==> config.mk <==
export PLATFORM = sky130hd
export DESIGN_NAME = pwm_capture_flat
export DESIGN_NICKNAME = d
export VERILOG_FILES = /design/src/rtl/pwm_capture_if.sv /design/src/rtl/pwm_capture.sv /design/src/flat_wrapper.sv
export SDC_FILE = /design/constraint.sdc
export NUM_CORES = 1
export LEC_CHECK = 0
export CAP_MARGIN = 10
export CORE_AREA = 2 2 93 73
export DETAILED_ROUTE_END_ITERATION = 10
export DIE_AREA = 0 0 95 75
export GPL_TIMING_DRIVEN = 1
export PLACE_DENSITY = 0.71
export REMOVE_ABC_BUFFERS = 1
export SKIP_LAST_GASP = 1
export SYNTH_ARGS = -nofsm -noshare
export SYNTH_HDL_FRONTEND = slang
export SYNTH_SLANG_ARGS = --single-unit
==> constraint.sdc <==
create_clock -name clk -period 4.1 [get_ports clk]
set_input_delay 0.615 -clock clk [delete_from_list [all_inputs] [get_ports clk]]
set_output_delay 0.615 -clock clk [all_outputs]
set_load 0.1 [all_outputs]
==> src/rtl/pwm_capture_if.sv <==
// Servo-PWM receiver bundle: raw PWM input plus the measured-pulse result set.
// The capture block owns the master side; the consumer (or bench) the slave side.
interface pwm_capture_if;
  logic        pwm_in;
  logic [10:0] pos_val;
  logic [14:0] width_us;
  logic        valid;
  logic        clamped;
  logic        rej_err;
  logic        lost;

  modport master (
    input  pwm_in,
    output pos_val,
    output width_us,
    output valid,
    output clamped,
    output rej_err,
    output lost
  );

  modport slave (
    output pwm_in,
    input  pos_val,
    input  width_us,
    input  valid,
    input  clamped,
    input  rej_err,
    input  lost
  );
endinterface

==> src/rtl/pwm_capture.sv <==
// Servo-PWM receiver: measures the high time of a servo pulse in 1 us steps,
// reports raw and clamped widths, discards glitches/over-long pulses and flags
// loss of signal when no rising edge arrives for TIMEOUT_US.
module pwm_capture #(
  parameter int CLK_DIV    = 32'd100,
  parameter int MIN_US     = 32'd1000,
  parameter int MAX_US     = 32'd2000,
  parameter int REJ_LO_US  = 32'd500,
  parameter int REJ_HI_US  = 32'd2500,
  parameter int TIMEOUT_US = 32'd25000
) (
  input  logic          clk,
  input  logic          rst,
  pwm_capture_if.master bus
);

  localparam int              PRE_W     = (CLK_DIV > 1) ? $clog2(CLK_DIV) : 1;
  localparam logic [PRE_W-1:0] PRE_TC   = PRE_W'(CLK_DIV - 1);
  localparam logic [PRE_W-1:0] PRE_ONE  = PRE_W'(1);
  localparam logic [14:0]     MIN_W     = 15'(MIN_US);
  localparam logic [14:0]     MAX_W     = 15'(MAX_US);
  localparam logic [14:0]     REJ_LO_W  = 15'(REJ_LO_US);
  localparam logic [14:0]     REJ_HI_W  = 15'(REJ_HI_US);
  localparam logic [14:0]     TIMEOUT_W = 15'(TIMEOUT_US);
  localparam logic [14:0]     US_SAT    = 15'h7FFF;

  typedef enum logic [1:0] {
    ST_ARM  = 2'd0,
    ST_IDLE = 2'd1,
    ST_HIGH = 2'd2
  } state_t;

  // Clamp a raw width onto the position scale used by the PWM generator.
  function automatic logic [10:0] clamp_pos(input logic [14:0] w);
    logic [14:0] c;
    if (w < MIN_W) begin
      c = MIN_W;
    end else if (w > MAX_W) begin
      c = MAX_W;
    end else begin
      c = w;
    end
    return 11'(c);
  endfunction

  logic             sync1_r, sync2_r, dly_r;
  logic             rise_r, fall_r;
  logic [PRE_W-1:0] pre_r;
  logic [14:0]      us_r;
  logic [14:0]      us_inc_s;
  logic             tick_s;
  state_t           state_r, state_nxt_s;
  logic             cnt_clr_s, accept_s, reject_s, lost_set_s, lost_clr_s;
  logic [10:0]      pos_r;
  logic [14:0]      width_r;
  logic             valid_r, clamped_r, rej_r, lost_r;

  // Synchronizer, delayed copy and registered edge strobes; the chain resets
  // to "high" so a pulse already in progress at reset release is never seen
  // as a fresh rising edge.
  always_ff @(posedge clk) begin
    if (!rst) begin
      sync1_r <= 1'b1;
      sync2_r <= 1'b1;
      dly_r   <= 1'b1;
      rise_r  <= 1'b0;
      fall_r  <= 1'b0;
    end else begin
      sync1_r <= bus.pwm_in;
      sync2_r <= sync1_r;
      dly_r   <= sync2_r;
      rise_r  <= sync2_r & ~dly_r;
      fall_r  <= ~sync2_r & dly_r;
    end
  end

  // Tick decode and saturating next value of the microsecond counter; the
  // fall evaluation uses the next value so width = floor(cycles / CLK_DIV).
  always_comb begin
    tick_s   = (pre_r == PRE_TC);
    us_inc_s = us_r;
    if (tick_s && (us_r != US_SAT)) begin
      us_inc_s = us_r + 15'd1;
    end else begin
      us_inc_s = us_r;
    end
  end

  // Prescaler and microsecond counter, restarted on rise and state changes.
  always_ff @(posedge clk) begin
    if (!rst) begin
      pre_r <= '0;
      us_r  <= 15'd0;
    end else if (cnt_clr_s) begin
      pre_r <= '0;
      us_r  <= 15'd0;
    end else begin
      if (tick_s) begin
        pre_r <= '0;
      end else begin
        pre_r <= pre_r + PRE_ONE;
      end
      us_r <= us_inc_s;
    end
  end

  // FSM state register.
  always_ff @(posedge clk) begin
    if (!rst) begin
      state_r <= ST_ARM;
    end else begin
      state_r <= state_nxt_s;
    end
  end

  // FSM next-state and control decode.
  always_comb begin
    state_nxt_s = state_r;
    cnt_clr_s   = 1'b0;
    accept_s    = 1'b0;
    reject_s    = 1'b0;
    lost_set_s  = 1'b0;
    lost_clr_s  = 1'b0;
    case (state_r)
      ST_ARM: begin
        cnt_clr_s = 1'b1;
        if (!sync2_r) begin
          state_nxt_s = ST_IDLE;
        end else begin
          state_nxt_s = ST_ARM;
        end
      end
      ST_IDLE: begin
        if (rise_r) begin
          state_nxt_s = ST_HIGH;
          cnt_clr_s   = 1'b1;
          lost_clr_s  = 1'b1;
        end else if (us_r >= TIMEOUT_W) begin
          lost_set_s  = 1'b1;
          state_nxt_s = ST_IDLE;
        end else begin
          state_nxt_s = ST_IDLE;
        end
      end
      ST_HIGH: begin
        if (fall_r) begin
          state_nxt_s = ST_IDLE;
          cnt_clr_s   = 1'b1;
          if ((us_inc_s >= REJ_LO_W) && (us_inc_s <= REJ_HI_W)) begin
            accept_s = 1'b1;
          end else begin
            reject_s = 1'b1;
          end
        end else if (us_r > REJ_HI_W) begin
          state_nxt_s = ST_ARM;
          cnt_clr_s   = 1'b1;
          reject_s    = 1'b1;
        end else begin
          state_nxt_s = ST_HIGH;
        end
      end
      default: begin
        state_nxt_s = ST_ARM;
        cnt_clr_s   = 1'b1;
      end
    endcase
  end

  // Result registers and status strobes.
  always_ff @(posedge clk) begin
    if (!rst) begin
      pos_r     <= 11'(MIN_US);
      width_r   <= 15'd0;
      valid_r   <= 1'b0;
      clamped_r <= 1'b0;
      rej_r     <= 1'b0;
      lost_r    <= 1'b1;
    end else begin
      valid_r <= accept_s;
      rej_r   <= reject_s;
      if (accept_s) begin
        width_r   <= us_inc_s;
        pos_r     <= clamp_pos(us_inc_s);
        clamped_r <= (us_inc_s < MIN_W) | (us_inc_s > MAX_W);
      end
      if (lost_clr_s) begin
        lost_r <= 1'b0;
      end else if (lost_set_s) begin
        lost_r <= 1'b1;
      end
    end
  end

  assign bus.pos_val  = pos_r;
  assign bus.width_us = width_r;
  assign bus.valid    = valid_r;
  assign bus.clamped  = clamped_r;
  assign bus.rej_err  = rej_r;
  assign bus.lost     = lost_r;

endmodule
==> src/flat_wrapper.sv <==
// flat-port wrapper written by rule: the top's interface ports become plain ports
module pwm_capture_flat 
#(
  parameter int CLK_DIV    = 32'd100,
  parameter int MIN_US     = 32'd1000,
  parameter int MAX_US     = 32'd2000,
  parameter int REJ_LO_US  = 32'd500,
  parameter int REJ_HI_US  = 32'd2500,
  parameter int TIMEOUT_US = 32'd25000
)
  (clk, rst, bus_pwm_in, bus_pos_val, bus_width_us, bus_valid, bus_clamped, bus_rej_err, bus_lost);
  pwm_capture_if bus_i ();
  input  logic clk;
  input  logic rst;
  input wire logic [$bits(bus_i.pwm_in)-1:0] bus_pwm_in;
  output wire logic [$bits(bus_i.pos_val)-1:0] bus_pos_val;
  output wire logic [$bits(bus_i.width_us)-1:0] bus_width_us;
  output wire logic [$bits(bus_i.valid)-1:0] bus_valid;
  output wire logic [$bits(bus_i.clamped)-1:0] bus_clamped;
  output wire logic [$bits(bus_i.rej_err)-1:0] bus_rej_err;
  output wire logic [$bits(bus_i.lost)-1:0] bus_lost;
  assign bus_i.pwm_in = bus_pwm_in;
  assign bus_pos_val = bus_i.pos_val;
  assign bus_width_us = bus_i.width_us;
  assign bus_valid = bus_i.valid;
  assign bus_clamped = bus_i.clamped;
  assign bus_rej_err = bus_i.rej_err;
  assign bus_lost = bus_i.lost;
  pwm_capture #(.CLK_DIV(CLK_DIV), .MIN_US(MIN_US), .MAX_US(MAX_US), .REJ_LO_US(REJ_LO_US), .REJ_HI_US(REJ_HI_US), .TIMEOUT_US(TIMEOUT_US)) u_core (.clk(clk), .rst(rst), .bus(bus_i));
endmodule
# --- Word-level counts from Yosys, hierarchy flattened ---
# Cells that the tools add are included.
classes:
  addsub: 2
  order_cmp: 6
  eq_ne: 4
  mux: 23
  bitwise_logic: 6
  n_reduce_logical: 7
ops:
  columns: ["operator", "n"]
  rows:
  - ["11-bit two-way mux", 2]
  - ["15-bit by 1-bit adder with 15-bit output (second input constant)", 1]
  - ["15-bit >= comparator (second input constant)", 1]
  - ["15-bit by 9-bit >= comparator with 1-bit output (second input constant)", 1]
  - ["15-bit by 11-bit greater-than comparator with 1-bit output (second input constant)", 1]
  - ["15-bit by 12-bit greater-than comparator with 1-bit output (second input constant)", 1]
  - ["15-bit by 12-bit less-or-equal comparator with 1-bit output (second input constant)", 1]
  - ["15-bit by 10-bit < comparator with 1-bit output (second input constant)", 1]
  - ["1-bit two-way mux", 15]
  - ["15-bit two-way mux", 1]
  - ["15-bit != test (second input constant)", 1]
  - ["7-bit by 1-bit adder with 7-bit output (second input constant)", 1]
  - ["7-bit == test (second input constant)", 1]
  - ["2-bit two-way mux", 3]
  - ["2-bit case mux with 3 select lines", 1]
  - ["1-bit inverter", 3]
  - ["3-bit OR reduction", 1]
  - ["1-bit AND", 2]
  - ["2-bit by 1-bit == test with 1-bit output (second input constant)", 1]
  - ["2-bit == test (second input constant)", 1]
  - ["1-bit logical AND", 2]
  - ["2-bit logical NOT", 1]
  - ["1-bit case mux with 2 select lines", 1]
  - ["2-bit AND reduction", 1]
  - ["other kinds (3)", 3]
word_totals:
  register_bits: 59
  input_bits: 3
  output_inout_bits: 30
  wordCells: 62

# --- Depth between registers and ports, before layout ---
depth:
  depth_word: 8
  depth_mapped: 12
  mapped_depth_nobuf: 10

# --- Worst setup path after synthesis ---
# Ideal clock, no wire load.
synth_path:
  kind: "reg2reg"
  start: "register u_core.us_r[0]"
  end: "register u_core.pos_r[2], in the netlist u_core.bus.pos_val[2]"
  setup_ns: 0.114
  t_arrival_ns: 3.042
  required_time_ns: 3.986
  path_slack_ns: 0.944
  path_stages_with_launch: 13
  n_path_buf: 2
  synth_period_minus_slack_ns: 3.156
  cell_sequence: "dfxtp_1 ha_1 buf_2 nand3_4 or3_1 or3_1 a2111oi_4 nor2_1 a311oi_2 nor4b_4 and3_1 buf_4 a2bb2o_4"
synth_via:
  elab_chain_cells: 8
  elab_cells_between_ends: 14
  cone_classes: "1 x add/sub; 4 x order compare; 1 x eq/ne; 6 x mux; 2 x reduce/logical"
synth_lines:
  columns: ["item", "line_no", "rtl"]
  rows:
  - ["start, declared", "pwm_capture.sv:49", "logic [14:0] us_r;"]
  - ["start signal, assigned", "pwm_capture.sv:103", "us_r <= us_inc_s;"]
  - ["parallel branches: the longest is 2 deep, another holds 15-bit by 1-bit adder with 15-bit output", null, null]
  - ["15-bit two-way mux (*)", "pwm_capture.sv:82", "if (tick_s && (us_r != US_SAT)) begin"]
  - ["15-bit by 9-bit >= comparator with 1-bit output / 15-bit by 12-bit less-or-equal comparator with 1-bit output (equally long branches)", "pwm_capture.sv:149", "if ((us_inc_s >= REJ_LO_W) && (us_inc_s <= REJ_HI_W)) begin"]
  - ["1-bit logical AND", "pwm_capture.sv:149", null]
  - ["1-bit two-way mux", "pwm_capture.sv:149", null]
  - ["1-bit two-way mux", "pwm_capture.sv:146", "if (fall_r) begin"]
  - ["1-bit two-way mux", "pwm_capture.sv:124", "case (state_r)"]
  - ["end signal, assigned", "pwm_capture.sv:172", "pos_r <= 11'(MIN_US);"]
  - ["end signal, assigned", "pwm_capture.sv:183", "pos_r <= clamp_pos(us_inc_s);"]
  - ["end, declared", "pwm_capture.sv:54", "logic [10:0] pos_r;"]
# Every way passes the cells marked *.
# A chain may end at the register's enable or synchronous reset.

# --- Worst setup path after layout ---
layout_path:
  start: "register u_core.us_r[0]"
  end: "register u_core.width_r[5], in the netlist u_core.bus.width_us[5]"
layout_via:
  elab_chain_cells: 8
  elab_cells_between_ends: 10
  cone_classes: "1 x add/sub; 2 x order compare; 1 x eq/ne; 4 x mux; 2 x reduce/logical"
layout_lines:
  columns: ["item", "line_no", "rtl"]
  rows:
  - ["parallel branches: the longest is 2 deep, another holds 15-bit by 1-bit adder with 15-bit output", null, null]
  - ["15-bit two-way mux (*)", "pwm_capture.sv:82", null]
  - ["15-bit by 9-bit >= comparator with 1-bit output / 15-bit by 12-bit less-or-equal comparator with 1-bit output (equally long branches)", "pwm_capture.sv:149", null]
  - ["1-bit logical AND", "pwm_capture.sv:149", null]
  - ["1-bit two-way mux", "pwm_capture.sv:149", null]
  - ["1-bit two-way mux", "pwm_capture.sv:146", null]
  - ["1-bit two-way mux", "pwm_capture.sv:124", null]
  - ["end signal, assigned", "pwm_capture.sv:182", "width_r <= us_inc_s;"]
  - ["end, declared", "pwm_capture.sv:55", "logic [14:0] width_r;"]
# Marks and branches as above.

==> results by group <==
Outcome
  – Status: completed

Floorplan
  – Core ar.: 6160 um2
  – # IOs: 33
  – Die area: 7130 um2
  – DIE HEIGHT: 75 um
  – Die width: 95 um
  – # rows: 25
  – Starting Density: 49.0%

Clocking
  – Cts hold-fix bufs: 0
  – TritonCTS clock tree: done
  – CTS Buf Count: 9
  – H-tree depth: 3
  – Clk slew on worst S/H paths: 0.07 ns
  – Clk_lat worst skew: 0.33 ns
  – Clock root buffer: clkbuf_8
  – Clock sink total: 59
  – Post-CTS sizing: 0
  – Setup Buffers After CTS: 0
  – Clock Path Buffers: 2

STA
  – Slew HR: 34.9%
  – Clk_skew: 0.00456 ns
  – Final Hold Vio Count: 0
  – TNS Setup: 0 ns
  – Final Setup Violations: 0
  – Fin. max-slew vios: 0
  – Period utilization: 87.1%
  – Fmax: 0.280 GHz
  – Post-route minimum period: 3.57 ns
  – RSZ-0062 raised after global routing: false
  – Final worst slack: 0.529 ns
  – Slew @ Worst Pin: 0.973 ns

Routing
  – DRC viols: 0
  – Routed WL: 6.43 mm
  – Drt initial violations: 121
  – Vias per cell: 5.41
  – Wirelength per Cell: 14.4 um
  – Antenna viol nets, final: 0
  – First-pass iteration count of the detailed router: 4
  – DR vias: 2,418

Yosys
  – Synth async-reset ratio: 0%
  – Commonest cells post-synth: 59 x dfxtp_1, 43 x nor2_1, 25 x nand2_1, 19 x inv_1, 12 x nand3_1
  – Sequential element share of the synthesized area: 39.1%
  – Post-synth top area cell: dfxtp_1
  – Synthesized area: 3020 um2
  – Syn Area/Cell: 9.15 um2
  – Mapped Cells: 330
  – Synth warn: 0
  – Area share of the largest cell type after synthesis: 39.1%
  – FF+latch count, synth: 59
  – Netlist cell types: 66
  – Main area contributors after synthesis: dfxtp_1 39%, nor2_1 5.3%, nand2_1 3.1%, ha_1 2.9%, xnor2_1 2.6%
  – Count leader, synth: dfxtp_1
  – EDFF count, synth: 0
  – Main flop type after synthesis: dfxtp_1

Cells and area
  – Final nets: 371
  – Layout cells sized above 1: 12.0%
  – Finished Core Util: 58.0%
  – FILL cells: 543
  – Synthesis-to-layout area growth: 18.3%
  – Fin cells: 447
  – N_diodes: 0

Run
  – # Max-Cap Violations: 0

Power and ir drop
  – NetSw: 246 uW
  – Internal Pwr Total: 863 uW
  – Peak supply drop: 201 uV
  – Sw Share: 22.2%
  – Leakage: 1.20 nW
  – Clock Power Share: 46.2%
  – Comb power frac: 1.8%
  – Flop pwr share: 52.0%
  – Total power: 1.11 mW
  – Pwr per Cell Area: 310 nW/um2

GRT
  – Global route overflow: 0
  – First-pass GRT wire length: 10.8 mm
  – Global-route usage over all layers: 19.9%
  – Vias in the first global route: 2,187
  – Largest net degree at the start of global routing: 19
  – Initial antenna violation count: 0

Place
  – Placed instance count: 431
  – Dpl ws: 0.582 ns
  – Final GP Congestion: 0.970
  – Port Buffer Count: 32
  – Post-DP HPWL: 4.83 mm

Worst setup path
  – CP arrival: 3.77 ns
  – Worst setup EP type: register
  – R2R depth: 11
  – Crit Path Max Fanout: 11
  – Type of origin of the critical path: register
  – Critical path required time: 4.30 ns
  – Class of the most critical setup path: register to register

Hold path
  – Worst Hold Path Cells: 1
  – HP Class: register to register
-- power by group through the flow --
stage	combinational [mW]	sequential [mW]	clock, mW
after global placement	0.0199	0.590	0
after CTS	0.0202	0.577	0.527
final	0.0199	0.577	0.512
after detailed placement	0.0202	0.590	0
after global routing	0.0222	0.577	0.560
after floorplan	0.0119	0.590	0
-- state kept, by name, summed over array words and instances (netlist names) --
signal and cells:
u_core.bus.valid 1, u_core.dly_r 1, u_core.bus.clamped 1, u_core.sync2_r 1
u_core.bus.lost 1, u_core.fall_r 1, u_core.sync1_r 1, u_core.pre_r 7
u_core.bus.pos_val 11, u_core.rise_r 1, u_core.bus.width_us 15, u_core.state_r 2
u_core.bus.rej_err 1, u_core.us_r 15
-- per-stage QoR --
stage / cell area (um2) / hold WS (ns)
6_report: 3570 / 0.418
5_1_grt: 3570 / 0.435
4_1_cts: 3570 / 0.425
3_5_place_dp: 3380 / 0.403
3_3_place_gp: 3380 / 0.394
2_1_floorplan: 2920 / 0.386
-- per-layer routing --
metal	up-vias	part of all wire [%]	GRT usage, %
li1	1238	-	-
met1	1097	48	27.4
met2	77	43	29.0
met3	6	7.9	8.71
met4	0	0.79	4.51
met5	-	0	0
-- worst paths after layout --
check                            startpoint                                   to  slack, ns
setup / recovery  u_core.us_r[0]$_SDFF_PP0_  u_core.bus.width_us[5]$_SDFFE_PN0P_       0.53
hold / removal    u_core.sync1_r$_SDFF_PN1_            u_core.sync2_r$_SDFF_PN1_       0.42
setup reg to reg  u_core.us_r[0]$_SDFF_PP0_  u_core.bus.width_us[5]$_SDFFE_PN0P_       0.53
hold reg to reg   u_core.sync1_r$_SDFF_PN1_            u_core.sync2_r$_SDFF_PN1_       0.42
-- cell families after synthesis --
| kind of cell | share of synthesized area [%] |
|---|---|
| and+or+nand+nor | 28.5 |
| DFF | 39.1 |
| AOI/OAI and AO/OA | 16.7 |
| muxes | 3.07 |
| adders and majority gates | 2.90 |
| xor gates and xnor gates | 4.06 |
| buffers and inverters | 5.68 |
-- layout by cell type (no fill, tap or decap), types with 3 or more instances in the layout --
cell type / count
a21oi_1: 10
clkdlybuf4s50_1: 32
dfxtp_1: 59
xnor2_1: 9
a2bb2oi_2: 4
or3_1: 3
nor3_1: 7
mux2i_1: 7
a211oi_1: 4
clkbuf_8: 9
xor2_1: 5
nand4_1: 4
and3_1: 6
nand2_1: 25
clkinvlp_4: 3
nor4_1: 8
nand2b_1: 11
a31oi_1: 3
ha_1: 7
buf_4: 5
or4_1: 3
o21ai_0: 8
nor2b_1: 6
nand3_1: 12
inv_1: 19
o211ai_1: 4
nor2_1: 43
-- worst max-delay path: stages (launching register included) --
cell	delay [ns]
dfxtp_1	0.45
ha_1	0.37
nand3_4	0.18
or3_1	0.40
or3_1	0.43
xnor2_1	0.22
o21ai_0	0.19
nand2_1	0.12
nor4b_4	0.52
buf_4	0.29
mux2i_1	0.22
nor2_1	0.06
-- area by class of cell --
cell class              instances  area [um2]  area share, %
clock inverters                 6        66.3           1.86
inverters                      19        71.3           2.00
flip-flops and latches         59        1180           33.1
well taps                      81         101           2.84
multi-input cells             235        1670           46.7
repair buffers                 37         358           10.0
clock buffers                  10         128           3.57
No activity file was read; power rests on OpenSTA's default activity.
